$ cat src/rtl/maze_player_ctrl.sv
// maze_player_ctrl: player position, lives and game-state controller for the maze game
// Ports:
//   clk, reset_n                  clock, asynchronous active-low reset
//   tick                          movement pacing pulse, one step per tick in PLAY
//   start                         begins or restarts a game from IDLE, WIN or OVER
//   dir[3:0]                      {up,down,left,right} buttons, up has highest priority
//   startblk/tpblks/lavablks/goalblk  region flags decoded from the position outputs
//   xFlr, yFlr / xCeil, yCeil     player box top-left corner / bottom-right (+16)
//   lives, state                  remaining lives, FSM encoding
//   win, gameover, frozen         decoded from the current state
module maze_player_ctrl #(
   parameter int LIVES_INIT = 3,
   parameter int STEP       = 2,
   parameter int DEAD_TICKS = 32
) (
   input  logic       clk,
   input  logic       reset_n,
   input  logic       tick,
   input  logic       start,
   input  logic [3:0] dir,
   input  logic       startblk,
   input  logic       tpblks,
   input  logic       lavablks,
   input  logic       goalblk,
   output logic [9:0] xFlr,
   output logic [9:0] yFlr,
   output logic [9:0] xCeil,
   output logic [9:0] yCeil,
   output logic [1:0] lives,
   output logic [2:0] state,
   output logic       win,
   output logic       gameover,
   output logic       frozen
);
   typedef enum logic [2:0] {IDLE = 3'd0, PLAY = 3'd1, TELEPORT = 3'd2, DEAD = 3'd3, WIN = 3'd4, OVER = 3'd5} st_t;
   localparam int CW = DEAD_TICKS > 1 ? $clog2(DEAD_TICKS) : 1;
   localparam logic [9:0] X0 = 10'd8;
   localparam logic [9:0] Y0 = 10'd7;
   localparam logic [1:0] LV0 = 2'(LIVES_INIT);
   localparam logic [10:0] S = 11'(STEP);
   st_t st, st_n;
   logic [9:0] x, y, x_n, y_n;
   logic [1:0] lv, lv_n;
   logic armed, armed_n;
   logic [CW-1:0] cnt, cnt_n;
   logic [10:0] xw, yw;
   logic [9:0] up_y, dn_y, lf_x, rt_x, dst_x, dst_y;
   logic in_a, in_b, in_c, in_d;
   logic unused;
   // the start-cell flag carries no behaviour of its own here
   assign unused = startblk;
   assign xw = {1'b0, x};
   assign yw = {1'b0, y};
   // saturating steps: computed one bit wider so the bound test cannot wrap
   assign up_y = yw >= S ? 10'(yw - S) : 10'd0;
   assign dn_y = yw + S > 11'd464 ? 10'd464 : 10'(yw + S);
   assign lf_x = xw >= S ? 10'(xw - S) : 10'd0;
   assign rt_x = xw + S > 11'd624 ? 10'd624 : 10'(xw + S);
   // source pad is identified by column only; destination is the next pad of the ring A->B->C->D->A
   assign in_a = x >= 10'd224 && x < 10'd256;
   assign in_b = x >= 10'd416 && x < 10'd448;
   assign in_c = x < 10'd32;
   assign in_d = x >= 10'd288 && x < 10'd320;
   assign dst_x = in_a ? 10'd424 : in_b ? 10'd8 : in_c ? 10'd296 : in_d ? 10'd232 : x;
   assign dst_y = in_a ? 10'd97 : in_b ? 10'd457 : in_c ? 10'd247 : in_d ? 10'd157 : y;
   always_ff @(posedge clk or negedge reset_n) begin
      if (!reset_n) begin
         st    <= IDLE;
         x     <= X0;
         y     <= Y0;
         lv    <= LV0;
         armed <= 1'b1;
         cnt   <= '0;
      end else begin
         st    <= st_n;
         x     <= x_n;
         y     <= y_n;
         lv    <= lv_n;
         armed <= armed_n;
         cnt   <= cnt_n;
      end
   end
   always_comb begin
      st_n    = st;
      x_n     = x;
      y_n     = y;
      lv_n    = lv;
      armed_n = armed;
      cnt_n   = cnt;
      case (st)
         IDLE, WIN, OVER: begin
            if (start) begin
               st_n    = PLAY;
               x_n     = X0;
               y_n     = Y0;
               lv_n    = LV0;
               armed_n = 1'b1;
               cnt_n   = '0;
            end
         end
         PLAY: begin
            // leaving every pad re-arms teleporting; region flags outrank movement
            if (!tpblks) armed_n = 1'b1;
            if (goalblk) st_n = WIN;
            else if (lavablks) begin
               lv_n  = lv - 2'd1;
               st_n  = lv == 2'd1 ? OVER : DEAD;
               cnt_n = '0;
            end else if (tpblks && armed) st_n = TELEPORT;
            else if (tick) begin
               if (dir[3]) y_n = up_y;
               else if (dir[2]) y_n = dn_y;
               else if (dir[1]) x_n = lf_x;
               else if (dir[0]) x_n = rt_x;
            end
         end
         TELEPORT: begin
            st_n    = PLAY;
            x_n     = dst_x;
            y_n     = dst_y;
            armed_n = 1'b0;
         end
         DEAD: begin
            if (tick) begin
               if (cnt == CW'(DEAD_TICKS - 1)) begin
                  st_n    = PLAY;
                  x_n     = X0;
                  y_n     = Y0;
                  armed_n = 1'b1;
                  cnt_n   = '0;
               end else cnt_n = cnt + CW'(1);
            end
         end
         default: st_n = IDLE;
      endcase
   end
   assign xFlr     = x;
   assign yFlr     = y;
   assign xCeil    = x + 10'd16;
   assign yCeil    = y + 10'd16;
   assign lives    = lv;
   assign state    = st;
   assign win      = st == WIN;
   assign gameover = st == OVER;
   assign frozen   = st == DEAD;
endmodule

$ cat config.mk
export PLATFORM = sky130hd
export DESIGN_NAME = maze_player_ctrl
export DESIGN_NICKNAME = d
export VERILOG_FILES = /design/src/rtl/maze_player_ctrl.sv
export SDC_FILE = /design/constraint.sdc
export NUM_CORES = 1
export LEC_CHECK = 0
export BUFFER_PORTS_ARGS = -buffer_cell sky130_fd_sc_hd__buf_4
export CORE_ASPECT_RATIO = 1.75
export CORE_UTILIZATION = 45
export DETAILED_ROUTE_END_ITERATION = 7
export HOLD_SLACK_MARGIN = 0.02
export PLACE_DENSITY = 0.69
export SETUP_SLACK_MARGIN = 0.4
export SKIP_CTS_REPAIR_TIMING = 1
export SYNTH_ARGS = -nofsm -noshare
export SYNTH_HDL_FRONTEND = slang
export SYNTH_SLANG_ARGS = --single-unit
$ cat constraint.sdc
create_clock -name clk -period 2.45 [get_ports clk]
set_clock_uncertainty 0.2 [all_clocks]
set_input_delay 0.3675 -clock clk [delete_from_list [all_inputs] [get_ports clk]]
set_output_delay 0.3675 -clock clk [all_outputs]
set_load 0.1 [all_outputs]
==> flow_summary.ini <==
[outcome]
status = finished with violations
violations = setup timing

[logic_synthesis]
synth_ff_type = dfrtp_1
synthCells = 383
synth.top_cell.area_share_pct = 19.0
async_reset_ff_share_pct = 100
synthAdderAreaFrac_pct = 6.19
synth_compound_area_share_pct = 27.4
synth-simple-area-share_pct = 25.0
synth_top_cell_by_area = dfrtp_1
synth.distinct_cells = 72
synth_xor_area_share_pct = 6.07
synth_top_family_by_area = compound AO/OA/AOI/OAI gates
synthTopCellsByArea = dfrtp_1, ha_1, dfstp_2
synthMuxAreaShare_pct = 0.991
synth_most_common_cell = nor2_1
ys_seq_elements = 30
synth_area_per_cell_um2 = 7.92
syn_area_mm2 = 0.00303
yosys_warnings = 0
ys_seq_area_share_pct = 25.1
synth-edff-count = 0
synthTopCellsByCount = nor2_1, nand2_1, inv_1

[detailed_routing]
post-route-drc-count = 0
viasPerCell = 6.12
initialDrtViolationCount = 211
ant_nets = 0
first_pass_iters = 5
vias = 3523
wl_um = 10500
wl_per_cell_um = 18.2

[hold_path]
hold_class = input pin to flip-flop
hp-start = start
hold_path_end = state[2]$_DFFE_PN0P_
min_path_cells = 2

[global_route]
grt_pass1_wl_um = 15200
grt_pass1_vias = 3190
antenna_found_initial = 0
grt_use_total_pct = 27.0
grt_max_degree = 31
grt_overflow_total = 0

[setup_path]
reg2reg_to = yFlr[2]$_DFFE_PN1P_
rrSetupSlack_ps = -80
path_cells = ha_4 > nand2_4 > or3_4 > a211oi_4 > a211oi_4 > buf_4 > a2111oi_4 > a21oi_1
crit_type = flip-flop to flip-flop
start_kind = flip-flop
crit_buf_inv = 1
endpoint_kind = flip-flop
crit_path_top_delay_cell = dfstp_4
crit_path_max_incr_delay_ps = 640
cp.arrival_ps = 2530
critical_path.top_delay_family = compound AO/OA/AOI/OAI gates
cp.required_ps = 2450
ff2ff_path_depth = 8
crit_path_frequent_cell = a211oi_4
r2r_start = yFlr[2]$_DFFE_PN1P_
cp_max_fo = 4

[clocking]
numCtsBuffers = 5
cts_tree = yes
h-tree-depth = 2
clock-sinks = 30
clk_pin_slew_worst_paths_ps = 50
clk_latency_ps = 280
cts_buffer_depth = 2
cts_root_buf = clkbuf_16

[place]
dp_hpwl_um = 6920
numPortBuffers = 56
gp_congestion = 0.912

[timing]
min_period_over_period_pct = 103
final.min_clock_period_ps = 2530
slew_viol_final = 0
timing.final.ws_setup_ps = -76.5
hold_viol_final = 0
clock.fmax_ghz = 0.396
fin_setup_tns_ps = -240
rsz0062_at_grt = true
fin_hold_ws_ps = 129
setup_viol_count_final = 7

[cells_and_area]
syn_to_final_growth_pct = 68.2
regArea_um2 = 828
layout-drive-gt1-share_pct = 51.4
multiInputGateArea_mm2 = 0.00264
n_antenna_cell = 0
finalNetCount = 520
nFillCells = 453

[floorplan]
start_util_pct = 46.4
core-area_mm2 = 0.00654
dieWidth_um = 64.0
ios = 60
die_area_mm2 = 0.00708
rows = 39
die_h_um = 111

[flow_run]
max_cap_viol_count = 0
## layout make-up
class | instances | area share, %
inverters | 24 | 1.99
clock buffers | 7 | 2.80
flip-flops and latches | 30 | 16.2
well taps | 82 | 2.01
multi-input cells | 299 | 51.8
clock inverters | 1 | 0.0982
repair buffers | 133 | 25.1
## cell families (layout without fill, tap and decap cells)
kind of cell / Yosys count / after routing
flops: 30 / 30
other cells: 1 / 2
fa+ha+maj: 15 / 15
mux: 3 / 3
compound gates: 114 / 114
simple gates: 143 / 144
xor+xnor: 21 / 21
buf+inv: 56 / 165
## how the worst max path moves through the flow
stage,start,endpoint,cells after the start
after floorplan,xFlr[4]$_DFFE_PN0P_,xFlr[1]$_DFFE_PN0P_,8
after global placement,yFlr[2]$_DFFE_PN1P_,yFlr[8]$_DFFE_PN0P_,7
after detailed placement,cnt[0]$_DFFE_PN0P_,xFlr[5]$_DFFE_PN0P_,9
after CTS,cnt[0]$_DFFE_PN0P_,xFlr[5]$_DFFE_PN0P_,9
after global routing,yFlr[2]$_DFFE_PN1P_,yFlr[4]$_DFFE_PN0P_,9
final,yFlr[2]$_DFFE_PN1P_,yFlr[2]$_DFFE_PN1P_,8
## registers in the layout (all words and copies together) (netlist names)
| name | flops |
|---|---|
| cnt | 5 |
| state | 3 |
| armed | 1 |
| yFlr | 10 |
| lives | 2 |
| xFlr | 9 |
## per-layer routing
| metal | global-route usage [%] | vias up | routed length [µm] |
|---|---|---|---|
| met5 | 0 | - | 0 |
| met4 | 14.4 | 0 | 614 |
| met3 | 2.69 | 57 | 476 |
| met2 | 50.2 | 152 | 5820 |
| met1 | 28.8 | 1698 | 3580 |
| li1 | - | 1616 | - |
## cells in the final DEF (no fill, tap or decap), drive strengths merged, types with 3 or more instances in the layout
cell / instances
or2: 3
nand2b: 9
ha: 15
a211oi: 6
or3: 8
clkbuf: 7
a211o: 4
dfstp: 7
xnor2: 15
inv: 21
o31ai: 9
a31oi: 11
xor2: 6
a21o: 3
o22ai: 7
o21ai: 23
o211ai: 8
clkinvlp: 3
mux2i: 3
buf: 132
nor2: 33
nor4: 4
nand2: 26
and3: 5
nor3: 12
nand3: 22
nand4: 5
nor2b: 3
a21oi: 18
nor3b: 3
dfrtp: 23
and2: 5
## metrics by stage
stage                     instance area, µm²  worst slack (ps)  instances  util (%)
after global routing                    5100              -149        576      78.0
after global placement                  4130             -35.0        538      63.1
after CTS                               4270              -122        546      65.4
after floorplan                         3480              -333        384         -
after detailed placement                4130              -103        538      63.1
final                                   5100             -76.5        576      78.0
Power is not shown: default switching activity piles up to over one toggle a cycle in this logic, so the estimate is an artifact.
